## config.mk

```make
export PLATFORM = sky130hd
export DESIGN_NAME = sram_cfg_loader
export DESIGN_NICKNAME = d
export VERILOG_FILES = /design/src/rtl/sram_cfg_loader.sv
export SDC_FILE = /design/constraint.sdc
export NUM_CORES = 1
export LEC_CHECK = 0
export BUFFER_PORTS_ARGS = -buffer_cell sky130_fd_sc_hd__buf_2
export CORE_AREA = 2 2 39 41
export DETAILED_ROUTE_END_ITERATION = 12
export DIE_AREA = 0 0 41 43
export SLEW_MARGIN = 20
export SYNTH_ARGS = -nofsm -noshare
export SYNTH_HDL_FRONTEND = slang
export SYNTH_SLANG_ARGS = --single-unit
```

## constraint.sdc

```tcl
create_clock -name clk -period 3.7 [get_ports clk]
set_clock_uncertainty 0.2 [all_clocks]
set_input_delay 0.555 -clock clk [delete_from_list [all_inputs] [get_ports clk]]
set_output_delay 0.555 -clock clk [all_outputs]
set_load 0.05 [all_outputs]
```

## src/rtl/sram_cfg_loader.sv

```systemverilog
// sram_cfg_loader: serial configuration loader for one fabric config SRAM.
// Packs a bit-serial valid/ready stream (LSB first) into DATA_WIDTH-bit words
// and writes addresses 0..2**ADDR_WIDTH-1 in ascending order, once each.
// Optional readback check is enabled by defining CFG_READBACK_EN; it sweeps
// the read port after the last write and compares XOR-folded parities.
//
// state  | meaning
// IDLE   | waiting for start after reset
// SHIFT  | accepting stream bits into the word being assembled
// WRITE  | one-cycle SRAM write of the assembled word
// VERIFY | readback sweep of every address (CFG_READBACK_EN only)
// DONE   | load finished, done held until next start or rst
module sram_cfg_loader #(
  parameter int ADDR_WIDTH = 4,
  parameter int DATA_WIDTH = 1
) (
  input  logic                  clk,
  input  logic                  rst,
  input  logic                  start,
  input  logic                  cfg_valid,
  input  logic                  cfg_data,
  output logic                  cfg_ready,
  output logic                  sram_we,
  output logic [ADDR_WIDTH-1:0] sram_waddr,
  output logic [DATA_WIDTH-1:0] sram_wdata,
  output logic [ADDR_WIDTH-1:0] sram_raddr,
  input  logic [DATA_WIDTH-1:0] sram_rdata,
  output logic                  busy,
  output logic                  done,
  output logic                  error
);

  localparam int BIT_W = (DATA_WIDTH > 1) ? $clog2(DATA_WIDTH) : 1;
  localparam logic [BIT_W-1:0] BIT_LAST = BIT_W'(DATA_WIDTH - 1);
  localparam logic [ADDR_WIDTH-1:0] ADDR_LAST = '1;

`ifdef CFG_READBACK_EN
  typedef enum logic [2:0] {
    S_IDLE   = 3'd0,
    S_SHIFT  = 3'd1,
    S_WRITE  = 3'd2,
    S_DONE   = 3'd3,
    S_VERIFY = 3'd4
  } state_t;
`else
  typedef enum logic [1:0] {
    S_IDLE  = 2'd0,
    S_SHIFT = 2'd1,
    S_WRITE = 2'd2,
    S_DONE  = 2'd3
  } state_t;
`endif

  state_t state, state_d;

  logic [ADDR_WIDTH-1:0] addr;
  logic [BIT_W-1:0]      bitcnt;
  logic [DATA_WIDTH-1:0] shreg;
  logic [DATA_WIDTH-1:0] bit_sel;
  logic                  load_start;
  logic                  bit_take;

  // a new load is only honoured from IDLE or DONE
  assign load_start = start && ((state == S_IDLE) || (state == S_DONE));
  // cfg_ready is exactly "in SHIFT", so acceptance only needs cfg_valid there
  assign bit_take   = cfg_valid && (state == S_SHIFT);
  assign bit_sel    = DATA_WIDTH'(1) << bitcnt;

  // state register
  always_ff @(posedge clk) begin
    if (rst) state <= S_IDLE;
    else     state <= state_d;
  end

  // next-state and state-decoded outputs
  always_comb begin
    state_d   = state;
    cfg_ready = 1'b0;
    busy      = 1'b0;
    sram_we   = 1'b0;
    done      = 1'b0;
    case (state)
      S_IDLE: begin
        if (start) state_d = S_SHIFT;
      end
      S_SHIFT: begin
        cfg_ready = 1'b1;
        busy      = 1'b1;
        if (cfg_valid && (bitcnt == BIT_LAST)) state_d = S_WRITE;
      end
      S_WRITE: begin
        busy    = 1'b1;
        sram_we = 1'b1;
        if (addr == ADDR_LAST) begin
`ifdef CFG_READBACK_EN
          state_d = S_VERIFY;
`else
          state_d = S_DONE;
`endif
        end else begin
          state_d = S_SHIFT;
        end
      end
`ifdef CFG_READBACK_EN
      S_VERIFY: begin
        busy = 1'b1;
        if (sram_raddr == ADDR_LAST) state_d = S_DONE;
      end
`endif
      S_DONE: begin
        done = 1'b1;
        if (start) state_d = S_SHIFT;
      end
      default: state_d = S_IDLE;
    endcase
  end

  // word assembly, bit counter and write address
  always_ff @(posedge clk) begin
    if (rst) begin
      addr   <= '0;
      bitcnt <= '0;
      shreg  <= '0;
    end else if (load_start) begin
      addr   <= '0;
      bitcnt <= '0;
      shreg  <= '0;
    end else if (bit_take) begin
      shreg  <= cfg_data ? (shreg | bit_sel) : (shreg & ~bit_sel);
      bitcnt <= (bitcnt == BIT_LAST) ? '0 : bitcnt + 1'b1;
    end else if ((state == S_WRITE) && (addr != ADDR_LAST)) begin
      addr <= addr + 1'b1;
    end
  end

  assign sram_waddr = addr;
  assign sram_wdata = shreg;

`ifdef CFG_READBACK_EN
  logic [DATA_WIDTH-1:0] wpar;
  logic [DATA_WIDTH-1:0] rpar;
  logic [ADDR_WIDTH-1:0] rcnt;
  logic                  err_q;

  // parity of everything written and everything read back
  always_ff @(posedge clk) begin
    if (rst) begin
      wpar  <= '0;
      rpar  <= '0;
      rcnt  <= '0;
      err_q <= 1'b0;
    end else if (load_start) begin
      wpar  <= '0;
      rpar  <= '0;
      rcnt  <= '0;
      err_q <= 1'b0;
    end else if (state == S_WRITE) begin
      wpar <= wpar ^ shreg;
    end else if (state == S_VERIFY) begin
      rpar <= rpar ^ sram_rdata;
      // the final read folds in combinationally so the verdict lands on entry to DONE
      if (rcnt == ADDR_LAST) err_q <= ((rpar ^ sram_rdata) != wpar);
      else                   rcnt  <= rcnt + 1'b1;
    end
  end

  assign sram_raddr = rcnt;
  assign error      = err_q;
`else
  logic rdata_unused;

  assign rdata_unused = ^sram_rdata;
  assign sram_raddr   = '0;
  assign error        = 1'b0;
`endif

endmodule

```

Yosys cells after proc, flatten, opt, wreduce, memory -nomap -nowiden
Index checks and enable logic that the tools add are counted.
- bits in registers: 8
- input port bits: 6
- logic and storage cells: 40
- memories kept: 0
- bits in latches: 0
- RAM bits: 0
- ROM bits: 0
- reduce and logical (&&, ||, !) cells: 11
- shift-type cells: 1
- muxes and demuxes: 10
- multipliers: 0
- bitwise operators: 5
- add/subtract/negate cells: 2
- eq/ne operators: 7
- divide/modulo/power cells: 0
- magnitude comparators: 0
- operator list (kind ; number):
    1-bit two-way mux ; 6
    2-bit two-way mux ; 3
    2-bit one-hot mux with 3 select lines ; 1
    2-bit OR reduction ; 3
    4-bit by 1-bit adder with 4-bit output (second input constant) ; 1
    2-bit == test (second input constant) ; 2
    4-bit == test (second input constant) ; 1
    1-bit logical AND ; 4
    2-bit by 1-bit inequality test with 1-bit output (second input constant) ; 2
    4-bit inequality test (second input constant) ; 1
    2-bit AND reduction ; 2
    1-bit NOT ; 3
    2-bit by 1-bit == test with 1-bit output (second input constant) ; 1
    2-bit logical NOT ; 1
    1-bit adder (second input constant) ; 1
    1-bit bitwise AND ; 1
    1-bit logical OR ; 1
    1-bit bitwise OR ; 1
    1-bit by 1-bit left shift with 1-bit output (first input constant) ; 1

Depth between registers and ports, before layout
Gate-level depths: netlist (run 1).
- word-level depth: 4
- mapped depth: 5
- gate-level depth less buffers: 5

Worst setup path after synthesis (run 1)
No wires, ideal clock.
- path kind: register to register
- start: register state[0]
- end: register addr[3] (netlist: sram_waddr[3])
- cell stages (with the launch flop): 6
- path buffers: 0
- slack: 1795 ps
- arrival time: 1635 ps
- data required time: 3430 ps
- library setup time: 70 ps
- path through: dfxtp_1 inv_1 ha_1 a21bo_4 or3_1 a21oi_1
- word-level cells in the longest chain between the ends: 4
- elaborated cells on any way between the ends: 11
- those cells by class: eq/ne: 3; bitwise: 1; reduce/logical: 7
- RTL lines (element ; RTL line ; source):
    start, declared ; 54 ; state_t state, state_d;
    start signal, assigned ; 72 ; else state <= state_d;
    2-bit == test, or another cell as far along ; 64 ; assign load_start = start && ((state == S_IDLE) || (state == S_DONE));
    1-bit logical OR / 1-bit logical AND (equally long branches) ; 64, 66 ;
    1-bit logical AND / 1-bit NOT (equally long branches) ; n/a ;
    2-bit OR reduction (no source line) / 2-bit AND reduction (equally long branches) ; n/a ;
    end signal, assigned ; 132 ; addr <= addr + 1'b1;
    end, declared ; 56 ; logic [ADDR_WIDTH-1:0] addr;
Several ways; a longest one is shown, not always the timed one.
A chain may end at the register's enable or synchronous reset.

Final worst setup path (run 1)
- start: register state[0]
- end: output busy
- word-level cells in the longest chain between the ends: 3
- elaborated cells on any way between the ends: 4
- those cells by class: eq/ne: 2; mux: 1; reduce/logical: 1
- RTL lines (element ; RTL line ; source):
    2-bit by 1-bit == test with 1-bit output / 2-bit == test (equally long branches) ; 82 ; case (state)
    2-bit OR reduction (no source line) * ; n/a ;
    1-bit two-way mux * ; 82 ;
    end, declared ; 28 ; output logic busy,
Every way passes the cells marked *; elsewhere a longest branch is shown, timed or not.

==> results of run 1 <==
-- synthesized netlist by cell type --
cell type and count:
sky130_fd_sc_hd__dfxtp_1 7, sky130_fd_sc_hd__nand2b_1 2, sky130_fd_sc_hd__a21o_1 1, sky130_fd_sc_hd__or3b_1 1
sky130_fd_sc_hd__buf_4 5, sky130_fd_sc_hd__nor2b_1 1, sky130_fd_sc_hd__nand3_1 2, sky130_fd_sc_hd__a21bo_4 1
sky130_fd_sc_hd__and3_1 1, sky130_fd_sc_hd__a311oi_1 1, sky130_fd_sc_hd__or3_1 3, sky130_fd_sc_hd__o21ai_0 2
sky130_fd_sc_hd__nand2_1 2, sky130_fd_sc_hd__o31ai_1 2, sky130_fd_sc_hd__conb_1 1, sky130_fd_sc_hd__inv_1 4
sky130_fd_sc_hd__nor2_1 1, sky130_fd_sc_hd__o21ba_2 1, sky130_fd_sc_hd__ha_1 4, sky130_fd_sc_hd__a21oi_1 8
-- cells by family (layout without fill, tap and decap cells) --
group | after synthesis | in the layout
flip-flops | 7 | 7
other | 1 | 5
buffers and inverters | 9 | 21
AND/OR/NAND/NOR | 13 | 13
adder cells (fa/ha/maj) | 4 | 4
AO/OA/AOI/OAI | 16 | 16
-- where the power goes --
group | internal (mW) | total, mW | switching, mW | leakage [nW]
combinational | 0.0673 | 0.237 | 0.170 | 0.175
sequential | 0.0894 | 0.102 | 0.0129 | 0.0570
clock | 0.0412 | 0.0706 | 0.0294 | 0.0150
-- worst max-delay path, stage by stage, from the launching register on --
cell and delay [ps]:
sky130_fd_sc_hd__dfxtp_1 350, sky130_fd_sc_hd__inv_1 70, sky130_fd_sc_hd__ha_1 330, sky130_fd_sc_hd__inv_1 70, sky130_fd_sc_hd__buf_2 250
-- placed cells by master, fill, tap and decap left out, drive strengths merged --
cell and instances:
buf 13, nand2 2, a21oi 8, nor2b 1, dfxtp 7, conb 5
and3 1, o21ba 1, inv 4, nor2 1, a311oi 1, a21o 1
ha 4, clkbuf 4, o31ai 2, nand2b 2, or3b 1, a21bo 1
o21ai 2, nand3 2, or3 3
-- stage by stage --
| stage | std cells | utilization, % | total power [mW] | area (µm²) | setup slack (ps) |
|---|---|---|---|---|---|
| floorplan | 54 | - | 0.307 | 443 | 1800 |
| global placement | 78 | 35.4 | 0.340 | 490 | 1910 |
| detailed placement | 78 | 35.4 | 0.342 | 490 | 1890 |
| CTS | 82 | 37.3 | 0.414 | 517 | 1620 |
| global route | 82 | 37.3 | 0.438 | 517 | 1550 |
| finish | 82 | 37.3 | 0.410 | 517 | 1630 |
-- layout make-up --
cell class	count	area, µm²
Tap cell	16	20.0
Multi-Input combinational cell	38	250
Sequential cell	7	140
Fill cell	154	867
Inverter	4	15.0
Clock buffer	4	26.3
Timing Repair Buffer	13	65.1
-- flip-flops by register name, indices dropped and copies added, names as in the netlist --
name,cells
sram_waddr,4
sram_wdata,1
state,2
-- path summary, 6_finish.rpt --
path | start | endpoint | slack [ps] | cells after the start
max | state[0] | busy | 1630 | 4
min | sram_wdata | sram_wdata | 250 | 2
max reg2reg | state[1] | sram_waddr[3] | 2000 | 5
min reg2reg | sram_wdata | sram_wdata | 250 | 2
-- metal layers --
layer / vias to the layer above / track usage, % / part of all wire (%)
met5: - / 0 / 0
met4: 0 / 8.00 / 1.6
met3: 2 / 3.14 / 5.4
met2: 11 / 14.1 / 47
met1: 159 / 12.3 / 46
li1: 196 / - / -
==> impl_metrics.json, run 1 <==
{
  "synth-compound-area-share_pct": 25.1,
  "synth_cells": 50,
  "syn_to_final_growth_pct": 20.8,
  "drtPass1Iterations": 2,
  "drt-wirelength-per-cell_um": 9.41,
  "critical_path.startpoint_type": "flop",
  "grt_first_pass_wirelength_mm": 1.19,
  "io_pins": 20,
  "outcome": "complete, no violations",
  "synth_xor_xnor_area_share_pct": 0,
  "syn-cell-area_um2": 428,
  "grt_overflow": 0,
  "combinational_family_with_the_most_area_after_synthesis": "compound AO/OA/AOI/OAI gates",
  "syn_avg_cell_area_um2": 8.56,
  "die_x_um": 41,
  "clk_pin_slew_worst_paths_ps": 60,
  "clock_sinks": 7,
  "initialDrtViolationCount": 1,
  "timing.critical_path.required_ps": 2940,
  "synth-seq-cells": 7,
  "cts_tree": "yes",
  "place.detailed.hpwl_um": 575,
  "vias_per_cell": 4.49,
  "report.final.slew_viol_count": 0,
  "die_height_um": 43,
  "unrepaired_setup_endpoints_after_global_routing": "false",
  "ys_seq_area_share_pct": 32.7,
  "antenna_diode_count": 0,
  "design.die.area_um2": 1760,
  "post_cts_buffers": 0,
  "maxCapViolations": 0,
  "proportion_of_netlist_area_held_by_the_largest_area_contributor_pct": 32.7,
  "worst_skew_pair.late_latency_ps": 250,
  "grt_pass1_vias": 308,
  "end_kind": "output pin",
  "max_freq_mhz": 484,
  "synthDominantAreaCellType": "sky130_fd_sc_hd__dfxtp_1",
  "initial_core_utilization_pct": 30.9,
  "timing_worst_setup_path_type": "reg2out",
  "post_synth_and_or_nand_nor_area_fraction_pct": 17.3,
  "groute.usage.overall_pct": 10.2,
  "final_layout_size_suffix_gt1_share_pct": 27.3,
  "timing.hold.ws_ps": 249,
  "power.density_cell_area_nw_per_um2": 794,
  "drc": 0,
  "cts.hold.buffers_added": 0,
  "nets": 77,
  "synth.mux.area_fraction_pct": 0,
  "finalSetupViolations": 0,
  "setup_total_negative_slack_ps": 0,
  "cts_max_path_buffers": 2,
  "timing.final.hold_violations": 0,
  "cts-htree-levels": 1,
  "tritoncts.num_buffers": 3,
  "hp-class": "reg2reg",
  "synth.top_cells.by_area": "sky130_fd_sc_hd__dfxtp_1 (33%), sky130_fd_sc_hd__ha_1 (12%), sky130_fd_sc_hd__a21oi_1 (9.4%), sky130_fd_sc_hd__buf_4 (8.8%), sky130_fd_sc_hd__or3_1 (4.4%)",
  "number_of_antenna_violations_at_the_first_check_in_global_routing": 0,
  "yosys.area_share.adder_pct": 11.7,
  "period_utilization_post_route_pct": 55.9,
  "vdd.ir_drop.worst_v": 0.000305,
  "yosysUniqueCellTypes": 20,
  "min_period_ps": 2070,
  "postRouteAntennaNets": 0,
  "clock_tree_root": "sky130_fd_sc_hd__clkbuf_4",
  "yosysWarningCount": 0,
  "route.vias.total": 368,
  "buffer_ports.inserted": 13,
  "place.gp.congestion": 0.630,
  "power.static_leakage_nw": 0.247,
  "cts_repair_resize_count": 0,
  "std_cell_rows": 14,
  "floorplan.core_area_um2": 1380,
  "worst_ep_arrival_time_ps": 1310,
  "route.final.wire_length_um": 772,
  "crit_path_max_fanout": 4,
  "grt_start_max_net_pins": 9
}
Power figures use the tool's default switching activity.
==> run 2: changes to the inputs <==
==> constraint.sdc (replaced) <==
create_clock -name clk -period 1.84 [get_ports clk]
set_clock_uncertainty 0.2 [all_clocks]
set_input_delay 0.276 -clock clk [delete_from_list [all_inputs] [get_ports clk]]
set_output_delay 0.276 -clock clk [all_outputs]
set_load 0.05 [all_outputs]
==> run 2 against run 1 <==
Net effect:
- final cell count is 1.2% higher
- power rose by 110%
- critical path depth fell by 1
- worst hold slack lost 170 ps
- cell area is 3.6% higher
- clock-buffer cell count unchanged
- global-route usage grew 1.7 points
- die area stayed put
==> impl_metrics.json, run 2 (synthesis gave the netlist of run 1 again) <==
{
  "timing.final.hold_violations": 0,
  "critical-path-top-delay-family": "flip-flops",
  "drt-wirelength-per-cell_um": 10.5,
  "final_layout_size_suffix_gt1_share_pct": 31.3,
  "die_height_um": 43,
  "share_seq_of_total_power_pct": 24.7,
  "nets": 78,
  "worst_skew_pair.late_latency_ps": 250,
  "largest_register_ff_count": 4,
  "crit_path_cell_trace": "ha_2 > inv_1 > clkbuf_4",
  "clock_tree_root": "sky130_fd_sc_hd__clkbuf_4",
  "clk_pin_slew_worst_paths_ps": 60,
  "worst_ep_arrival_time_ps": 1240,
  "post_cts_buffers": 0,
  "drc": 0,
  "sw_frac_of_total_pct": 50.9,
  "power.density_cell_area_nw_per_um2": 1590,
  "cts-htree-levels": 1,
  "share_comb_of_total_power_pct": 58.4,
  "initialDrtViolationCount": 7,
  "power.static_leakage_nw": 0.249,
  "antenna_diode_count": 0,
  "period_utilization_post_route_pct": 93.0,
  "syn_to_final_growth_pct": 25.1,
  "min_period_ps": 1710,
  "worstHoldStart": "cfg_data",
  "clock_sinks": 7,
  "buffer_ports.inserted": 13,
  "critical_path.startpoint_type": "flop",
  "critical_path_depth": 3,
  "layout_commonest_cell": "sky130_fd_sc_hd__buf_2",
  "postPlaceCellArea_um2": 495,
  "grt_start_max_net_pins": 9,
  "groute.usage.overall_pct": 11.8,
  "max_freq_mhz": 584,
  "holdPathEnd": "sram_wdata",
  "grt_first_pass_wirelength_mm": 1.34,
  "tritoncts.num_buffers": 3,
  "number_of_antenna_violations_at_the_first_check_in_global_routing": 0,
  "net-switching-power_mw": 0.434,
  "die_x_um": 41,
  "postRouteAntennaNets": 0,
  "end_kind": "output pin",
  "multi_input_comb_area_um2": 255,
  "crit_path_max_fanout": 4,
  "ff2ff_setup_slack_ps": 180,
  "critPathBufInv": 2,
  "fin_area_um2": 536,
  "drtPass1Iterations": 4,
  "power.share.clock_pct": 16.9,
  "outcome": "complete, no violations",
  "std_cell_rows": 14,
  "timing_worst_setup_path_type": "reg2out",
  "cts_tree": "yes",
  "vdd.ir_drop.worst_v": 0.00102,
  "slowest_delay_ps": 390,
  "route.vias.total": 398,
  "fillcell_total": 152,
  "report.final.slew_viol_count": 0,
  "setup_total_negative_slack_ps": 0,
  "hold_path_depth": 3,
  "unrepaired_setup_endpoints_after_global_routing": "false",
  "r2r-end": "sram_waddr[1]",
  "finalSetupViolations": 0,
  "maxCapViolations": 0,
  "r2r_cells": 5,
  "initial_core_utilization_pct": 30.9,
  "layout.area.seq_um2": 141,
  "timing.critical_path.required_ps": 1360,
  "slowest_stage": "sky130_fd_sc_hd__dfxtp_1",
  "internal_power_mw": 0.419,
  "grt_pass1_vias": 330,
  "grt_overflow": 0,
  "timing.hold.ws_ps": 78.2,
  "r2r-start": "state[1]",
  "place.gp.congestion": 0.718,
  "place.detailed.hpwl_um": 621,
  "cts_max_path_buffers": 2,
  "io_pins": 20,
  "fin_total_pwr_mw": 0.853,
  "hp-class": "in2reg",
  "vias_per_cell": 4.80,
  "design.die.area_um2": 1760,
  "layout_common_cells": "sky130_fd_sc_hd__buf_2 (12), sky130_fd_sc_hd__a21oi_1 (8), sky130_fd_sc_hd__dfxtp_1 (6)",
  "floorplan.core_area_um2": 1380,
  "route.final.wire_length_um": 869
}
## run 2: cell count changes in the layout (fill, tap and decap cells not counted), sizes merged
cell,delta
buf,-1
dlygate4sd3,+1
clkbuf,+1
## run 2: repair_timing
action / 4_1_cts / 5_1_grt
resized for setup: 0 / 2
hold buffers: 1 / 0
setup endpoints to repair: 0 / 1
hold endpoints to repair: 1 / 0
## run 2: worst max path at each step
| stage | start | to |
|---|---|---|
| floorplan | state[0] | sram_waddr[3] |
| global placement | state[1] | sram_waddr[3] |
| detailed placement | state[1] | sram_waddr[3] |
| CTS | state[0] | busy |
| global route | state[1] | busy |
| finish | state[1] | busy |
## run 2: through the flow
stage               setup slack [ps]  instances  utilization, %
floorplan                       92.3         54               -
finish                           129         83            38.7
detailed placement               190         78            35.8
CTS                             36.6         83            38.4
global placement                 202         78            35.8
global route                    46.3         83            38.7
## run 2: layout make-up
cell class                 instances  share of cell area, %
inverter                           4                   2.80
multi-input combinational         38                   47.7
clock buffer                       4                   4.91
tap                               16                   3.74
sequential                         7                   26.4
timing repair buffer              14                   14.5
## run 2: worst reg2reg max path: cells and delay by family, from the launching register on
| kind | cells | cell delay, ps |
|---|---|---|
| AO/OA/AOI/OAI | 2 | 380 |
| buffers and inverters | 1 | 70 |
| adder cells (fa/ha/maj) | 1 | 210 |
| flip-flops | 1 | 390 |
| AND/OR/NAND/NOR | 1 | 350 |
## run 2: metal layers
layer / part of all wire [%] / up-vias / track usage, %
met1: 45 / 184 / 13.8
li1: - / 200 / -
met3: 5.6 / 2 / 3.14
met4: 1.6 / 0 / 12.0
met5: 0 / - / 0
met2: 47 / 12 / 15.9
## run 2: power groups by stage
stage | Combinational, mW | Clock [mW] | Sequential, mW
2_1_floorplan | 0.396 | 0 | 0.232
3_3_place_gp | 0.483 | 0 | 0.211
3_5_place_dp | 0.488 | 0 | 0.213
4_1_cts | 0.492 | 0.153 | 0.210
5_1_grt | 0.550 | 0.158 | 0.217
6_report | 0.498 | 0.144 | 0.211
==> run 3: changes to the inputs <==
--- a/config.mk
+++ b/config.mk
@@ -5,10 +5,12 @@
 export SDC_FILE = /design/constraint.sdc
 export NUM_CORES = 1
 export LEC_CHECK = 0
+export ABC_CLOCK_PERIOD_IN_PS = 1840
 export BUFFER_PORTS_ARGS = -buffer_cell sky130_fd_sc_hd__buf_2
 export CORE_AREA = 2 2 39 41
 export DETAILED_ROUTE_END_ITERATION = 12
 export DIE_AREA = 0 0 41 43
+export PLACE_DENSITY = 0.7
 export SLEW_MARGIN = 20
 export SYNTH_ARGS = -nofsm -noshare
 export SYNTH_HDL_FRONTEND = slang
==> run 3 against run 2 <==
Net effect:
- via count decreased by 0.75%
- sequential share of layout area increased by 0.46 points
- fmax decreased by 3.0%
- clock power about the same
- wire length decreased by 1.3%
- register-to-register slack about the same
- die area unchanged
- critical path depth increased by 1
- first-iteration DRC count increased by 86%
- global-route usage increased by 0.61 points
- non-clock buffer count decreased by 1
- final cell count decreased by 1.2%
- critical endpoint unchanged
==> impl_metrics.json, run 3 (synthesis gave the netlist of run 1 again) <==
{
  "outcome": "complete, no violations",
  "sw_frac_of_total_pct": 51.6,
  "finish.utilization_pct": 37.7,
  "crit_path_cell_trace": "inv_1 > ha_2 > inv_1 > buf_2",
  "grt.met2_usage_pct": 15.3,
  "syn_to_final_growth_pct": 21.9,
  "route.vias.total": 395,
  "min_period_ps": 1760,
  "unrepaired_setup_endpoints_after_global_routing": "false",
  "clk_pin_slew_worst_paths_ps": 50,
  "floorplan.core_area_um2": 1380,
  "slowest_delay_ps": 360,
  "die_height_um": 43,
  "die_x_um": 41,
  "slowest_stage": "sky130_fd_sc_hd__dfxtp_1",
  "nets": 77,
  "clock_sinks": 7,
  "end_kind": "output pin",
  "share_seq_of_total_power_pct": 24.5,
  "cts.hold.buffers_added": 0,
  "net-switching-power_mw": 0.436,
  "report.final.slew_viol_count": 0,
  "place.gp.congestion": 0.663,
  "crit_path_max_fanout": 4,
  "buffer_ports.inserted": 13,
  "hp-class": "in2reg",
  "grt_pass1_vias": 320,
  "critical-path-top-delay-family": "buffers and inverters",
  "io_pins": 20,
  "cts-htree-levels": 1,
  "timing_worst_setup_path_type": "reg2out",
  "critical_path.startpoint_type": "flop",
  "std_cell_rows": 14,
  "finalSetupViolations": 0,
  "setup_total_negative_slack_ps": 0,
  "final_layout_size_suffix_gt1_share_pct": 30.3,
  "crit_start": "state[0]",
  "groute.usage.overall_pct": 12.5,
  "power.density_cell_area_nw_per_um2": 1620,
  "r2r-start": "state[1]",
  "timing.critical_path.required_ps": 1360,
  "worst_slack_ps": 75.8,
  "tritoncts.num_buffers": 3,
  "critical_path.most_common_cell": "sky130_fd_sc_hd__inv_1",
  "worst_ep_arrival_time_ps": 1290,
  "globalRouteMet3Util_pct": 4.71,
  "power.share.clock_pct": 16.9,
  "design.die.area_um2": 1760,
  "share_comb_of_total_power_pct": 58.5,
  "place.detailed.hpwl_um": 642,
  "initial_core_utilization_pct": 30.9,
  "antenna_diode_count": 0,
  "worst_skew_pair.late_latency_ps": 250,
  "fillcell_total": 162,
  "max_freq_mhz": 567,
  "grt_overflow": 0,
  "grt_first_pass_wirelength_mm": 1.41,
  "global_route.peak_usage_layer": "met1",
  "drc": 0,
  "vdd.ir_drop.worst_v": 0.000475,
  "vias_per_cell": 4.82,
  "cts_tree": "yes",
  "drt-wirelength-per-cell_um": 10.5,
  "largest_register_ff_count": 4,
  "timing.hold.ws_ps": 9.58,
  "maxCapViolations": 0,
  "preCtsSetupSlack_ps": 182,
  "number_of_antenna_violations_at_the_first_check_in_global_routing": 0,
  "timing.final.hold_violations": 0,
  "clock_tree_root": "sky130_fd_sc_hd__clkbuf_4",
  "layout_common_cells": "sky130_fd_sc_hd__buf_2 (13), sky130_fd_sc_hd__a21oi_1 (8), sky130_fd_sc_hd__dfxtp_1 (7)",
  "worstHoldStart": "rst",
  "drtPass1Iterations": 4,
  "initialDrtViolationCount": 13,
  "gr-usage-met1_pct": 16.5,
  "cts_max_path_buffers": 2,
  "critPathBufInv": 3,
  "layout_commonest_cell": "sky130_fd_sc_hd__buf_2",
  "grt_start_max_net_pins": 9,
  "route.final.wire_length_um": 858,
  "internal_power_mw": 0.408,
  "power.static_leakage_nw": 0.244,
  "period_utilization_post_route_pct": 95.9,
  "post_cts_buffers": 0,
  "cts_repair_resize_count": 0,
  "postRouteAntennaNets": 0,
  "fin_total_pwr_mw": 0.844
}
[run 3: routing by layer]
metal / part of all wire [%] / vias up
met5: 0 / -
met4: 1.7 / 0
met3: 7.0 / 4
met2: 47 / 19
met1: 44 / 175
li1: - / 197
[run 3: per-stage QoR]
stage | std cells | cell area (µm²)
after CTS | 82 | 522
after global routing | 82 | 522
after detailed placement | 78 | 495
after global placement | 78 | 495
after floorplan | 54 | 448
final | 82 | 522
[run 3: layout make-up]
class / count / area, µm² / area share (%)
inverters: 4 / 15.0 / 2.88
multi-input cells: 38 / 255 / 48.9
flip-flops and latches: 7 / 140 / 26.9
well taps: 16 / 20.0 / 3.84
repair buffers: 13 / 65.1 / 12.5
clock buffers: 4 / 26.3 / 5.04
[run 3: path summary, 6_finish.rpt]
check,endpoint,slack [ps],cells after the start
setup / recovery,busy,80,4
hold / removal,state[1],10,2
setup reg to reg,sram_waddr[3],170,5
hold reg to reg,sram_wdata,250,2
[run 3: power groups by stage]
stage	registers, mW	logic [mW]	clock network [mW]
3_3_place_gp	0.209	0.484	0
4_1_cts	0.209	0.499	0.148
6_report	0.207	0.494	0.143
2_1_floorplan	0.232	0.396	0
3_5_place_dp	0.212	0.495	0
5_1_grt	0.215	0.541	0.157
